File: src/rtl/simple_circuit_pipe.sv
// Purpose: pipelined timed-logic element, D = (A & B) | ~C and E = ~C over WIDTH channels.
// Latency: D after D_LAT cycles, E after E_LAT cycles (D_LAT with SIMPLE_CIRCUIT_ALIGN_EN), plus one per stall cycle.
// Backpressure: out_ready low with any output valid freezes both pipelines and drops in_ready.
//
// Ports:
//   clk, rst_n      rising-edge clock, asynchronous active-low reset
//   clr             synchronous flush of both pipelines and the result counter
//   in_valid/in_ready, A, B, C   input sample handshake and operands
//   out_ready       consumer takes D and E together
//   D/d_valid, E/e_valid         results, forced to 0 when not valid
//   count           saturating number of delivered D results
//
// Optional macro SIMPLE_CIRCUIT_ALIGN_EN: E pipeline is D_LAT deep so D and E of a
// sample leave together and E_LAT is ignored.
module simple_circuit_pipe #(
  parameter int WIDTH = 4,
  parameter int D_LAT = 3,
  parameter int E_LAT = 1,
  parameter int CNT_W = 8
) (
  input  logic             clk,
  input  logic             rst_n,
  input  logic             clr,
  input  logic             in_valid,
  output logic             in_ready,
  input  logic [WIDTH-1:0] A,
  input  logic [WIDTH-1:0] B,
  input  logic [WIDTH-1:0] C,
  input  logic             out_ready,
  output logic [WIDTH-1:0] D,
  output logic             d_valid,
  output logic [WIDTH-1:0] E,
  output logic             e_valid,
  output logic [CNT_W-1:0] count
);

`ifdef SIMPLE_CIRCUIT_ALIGN_EN
  localparam int E_DEPTH = D_LAT;
`else
  localparam int E_DEPTH = E_LAT;
`endif

  localparam logic [CNT_W-1:0] CNT_MAX = {CNT_W{1'b1}};

  logic [D_LAT-1:0][WIDTH-1:0]   d_dat;
  logic [D_LAT-1:0]              d_vld;
  logic [E_DEPTH-1:0][WIDTH-1:0] e_dat;
  logic [E_DEPTH-1:0]            e_vld;

  logic             stall;
  logic             accept;
  logic [WIDTH-1:0] d_fn;
  logic [WIDTH-1:0] e_fn;

  assign d_fn = (A & B) | ~C;
  assign e_fn = ~C;

  assign d_valid = d_vld[D_LAT-1];
  assign e_valid = e_vld[E_DEPTH-1];

  // Output words are gated by their valid bit, so the data registers
  // themselves never need a reset value.
  assign D = d_valid ? d_dat[D_LAT-1]   : '0;
  assign E = e_valid ? e_dat[E_DEPTH-1] : '0;

  // Both pipelines freeze together whenever something is parked at the
  // output, even if only one of D/E is valid, so the two streams never slip.
  assign stall    = ~out_ready & (d_valid | e_valid);
  assign in_ready = ~stall & ~clr;
  assign accept   = in_valid & in_ready;

  // Valid bits: reset and flushable; bubbles shift through uncompressed.
  always_ff @(posedge clk or negedge rst_n) begin
    if (!rst_n) begin
      d_vld <= '0;
      e_vld <= '0;
    end else if (clr) begin
      d_vld <= '0;
      e_vld <= '0;
    end else if (!stall) begin
      for (int i = D_LAT - 1; i > 0; i--) begin
        d_vld[i] <= d_vld[i-1];
      end
      d_vld[0] <= accept;
      for (int i = E_DEPTH - 1; i > 0; i--) begin
        e_vld[i] <= e_vld[i-1];
      end
      e_vld[0] <= accept;
    end
  end

  // Data words: shift alongside the valid bits; contents under a zero valid
  // bit are don't-care, so clr need not touch them.
  always_ff @(posedge clk) begin
    if (!stall) begin
      for (int i = D_LAT - 1; i > 0; i--) begin
        d_dat[i] <= d_dat[i-1];
      end
      d_dat[0] <= d_fn;
      for (int i = E_DEPTH - 1; i > 0; i--) begin
        e_dat[i] <= e_dat[i-1];
      end
      e_dat[0] <= e_fn;
    end
  end

  // Delivered-result counter, sticks at all-ones.
  always_ff @(posedge clk or negedge rst_n) begin
    if (!rst_n) begin
      count <= '0;
    end else if (clr) begin
      count <= '0;
    end else if (d_valid && out_ready && (count != CNT_MAX)) begin
      count <= count + 1'b1;
    end
  end

endmodule

File: config.mk
export PLATFORM = sky130hd
export DESIGN_NAME = simple_circuit_pipe
export DESIGN_NICKNAME = d
export VERILOG_FILES = /design/src/rtl/simple_circuit_pipe.sv
export SDC_FILE = /design/constraint.sdc
export NUM_CORES = 1
export LEC_CHECK = 0
export CORE_AREA = 10 10 63 65
export CTS_BUF_LIST = sky130_fd_sc_hd__clkbuf_2
export DETAILED_ROUTE_END_ITERATION = 7
export DIE_AREA = 0 0 73 75
export GPL_ROUTABILITY_DRIVEN = 0
export PLACE_DENSITY = 0.84
export SYNTH_ARGS = -nofsm -noshare
export SYNTH_HDL_FRONTEND = slang
export SYNTH_SLANG_ARGS = --single-unit
File: constraint.sdc
create_clock -name clk -period 1.62 [get_ports clk]
set_clock_uncertainty 0.05 [all_clocks]
set_input_delay 0.486 -clock clk [delete_from_list [all_inputs] [get_ports clk]]
set_output_delay 0.486 -clock clk [all_outputs]
set_load 0.005 [all_outputs]
==> metrics <==
fraction of layout instances using a drive strength above 1 between 40% and 50%; first-pass GRT wire length about 5200 µm; WL final 3407 µm; Tot Pwr roughly 1.2 mW; critical path cell sequence buf_6, nor2_4, nor2_2, nor2_2, buf_2; Max-slew headroom around 64%; row cnt 19; aggregate global routing overflow 0; Die Y about 75 µm; DRT antenna net count 0; Worst-path clk slew about 260 ps; mapped cell area 1149 µm²; Hold-fix buffers, CTS 0; Combinational Power Share about an eighth; sw frac a little over a fifth; crit path max fanout 2; Period minus WS final between 1500 and 2000 ps; Nets around 180; Syn Area/Cell between 10 and 15 µm²; placement-stage cell area between 1500 and 2000 µm²; DR vias 1010; Final WS setup -241.1 ps; # diodes 0; Initial Util between 40% and 50%; DR vias/cell about 5.3; RSZ-0062 raised after global routing yes; core area 2710 µm²; CTS tree yes; Static Leakage between 0.8 and 0.9 nW; Critical Path AT around 1300 ps; Slowest cell on crit path dfrtp_1; chip width about 73 µm; largest net degree at the start of global routing 15; initial antenna violation count 0; Unique masters post-synth 25; number of fill cells roughly 200; Worst Path Required 1080 ps; final setup vio count 15; Routed WL per cell between 15 and 20 µm; worst r2r dst count[7]; GRT Util Overall 12.10%; failing checks negative setup slack; clock root cell clkbuf_2; post-synthesis sequential area ratio 65.80%; period utilization 114.9%; HP Class primary input to async pin; CP Capture Type output port; flops & latches, synth 27; fin cells 189; startpoint types flip-flop; Syn Inst Count 94; number of port buffers 35; CTS Sinks 27; CP peak stage delay 470 ps; R2R Setup Slk -110 ps; Hold Violations, Final 0; Final Instance Area 1886 µm²; most used cell, CP nor2_2; Seq pwr share around 66%; R2R depth 6; worst slew pin tran 533.3 ps; Highest Clock Rate around 0.54 GHz; max cap viols 0; Initial DRT Pass Iterations 4; placed cell count 170; Max Transition Viols Final 0; dpl hpwl around 2200 µm; Yosys Warn Count 0; Max IR drop VDD about 0.49 mV; I/O pin cnt 36; Clock Power Share roughly a fifth; Final Core Density a little over two thirds; net switching power between 0.2 and 0.3 mW; Area growth syn-to-layout 64.16%; PD cells around 630 nW/µm²; Net Count, Synth ~110; number of buffers created by CTS 3; vias in the first global route 1078; drt drc 0; setup TNS -1762 ps; initial DRC count 160; Power Internal a little over 0.9 mW; status finished, violations left; H-tree Lvls 1; Crit Path Class flip-flop to output port; Die ar. 5475 µm²; Clock Latency Late Sink about 350 ps; Worst R2R Start count[1]; CTS max path bufs 2
-- per-stage QoR --
step                hold slack, ps  setup slack (ps)
floorplan                    140.4             22.92
detailed placement           354.5            -591.1
finish                       381.2            -241.1
global route                 392.8            -309.3
CTS                          378.1            -261.5
global placement             352.8            -605.6
-- state kept, by name, summed over array words and instances, names as in the netlist --
register  count
d_dat        12
count         8
e_dat         4
d_vld         3
-- per-layer routing --
layer  track usage (%)  up-vias  routed length (µm)
met1             11.96      469                1181
met3             4.731       17                 369
met5                 0        -                   0
li1                  -      455                   -
met4             7.384        0                 147
met2             21.01       69                1708
-- Yosys cell counts, drive strengths merged --
cell type | count | area (µm²)
edfxtp | 16 | 480.5
nand2 | 13 | 51.30
dfrtp | 11 | 275.3
nor2 | 9 | 33.78
and2 | 8 | 55.05
inv | 6 | 22.52
a21oi | 4 | 20.02
nand3 | 4 | 20.02
or4 | 4 | 31.28
mux2i | 3 | 30.03
o21ai | 3 | 15.01
o31ai | 2 | 15.01
xor2 | 2 | 17.52
and3 | 1 | 6.260
clkbuf | 1 | 3.750
ha | 1 | 12.51
nand2b | 1 | 6.260
nand4 | 1 | 12.51
nor2b | 1 | 6.260
o2111ai | 1 | 8.760
o21bai | 1 | 18.77
or3 | 1 | 6.260
-- cells in the final DEF (no fill, tap or decap), types with 2 or more instances in the layout --
cell             instances
a21oi_1                  3
and2_4                   8
buf_4                   18
buf_6                   17
clkbuf_2                 5
clkdlybuf4s15_1          7
clkdlybuf4s50_1         16
dfrtp_1                  9
dfrtp_2                  2
edfxtp_1                16
inv_1                    6
mux2i_1                  3
nand2_1                 11
nand2_2                  2
nand3_1                  4
nor2_1                   6
nor2_2                   2
o21ai_0                  2
or4_4                    2
-- cells by family after synthesis --
kind of cell / synth area share (%)
simple gates: 19.94
compound gates: 6.753
fa+ha+maj: 1.089
xor+xnor: 1.525
flops: 65.79
mux: 2.614
buf+inv: 2.287
-- how the worst max path moves through the flow --
| stage | start | end | slack [ps] |
|---|---|---|---|
| CTS | d_vld[0] | in_ready | -260 |
| global route | d_vld[2] | in_ready | -310 |
| global placement | out_ready | in_ready | -610 |
| detailed placement | out_ready | in_ready | -590 |
| floorplan | count[0] | count[7] | 20 |
| finish | d_vld[0] | in_ready | -240 |
-- power groups by stage --
stage | logic (mW) | clock network (mW) | registers, mW
after detailed placement | 0.127 | 0 | 0.799
after global placement | 0.124 | 0 | 0.795
after CTS | 0.144 | 0.258 | 0.786
after global routing | 0.162 | 0.279 | 0.789
final | 0.150 | 0.252 | 0.786
after floorplan | 0.0306 | 0 | 0.796
-- area by class of cell --
class	instances	area, µm²	area share [%]
clock buffers	4	20.02	1.062
inverters	6	22.52	1.194
multi-input cells	60	459.2	24.35
flip-flops and latches	27	758.2	40.21
well taps	31	38.79	2.057
repair buffers	61	586.8	31.12
-- timing repair --
item | CTS | global route
setup buffers | 12 | 4
pin swaps | 3 | 4
setup endpoints to repair | 26 | 25
gates resized for setup | 84 | 21
-- worst max-delay path, delay by kind of cell, from the launching register on --
family	cells	cell delay, ps
flip-flops	1	470
buffers and inverters	2	260
AND/OR/NAND/NOR	3	240
(Power assumes the default switching activity.)
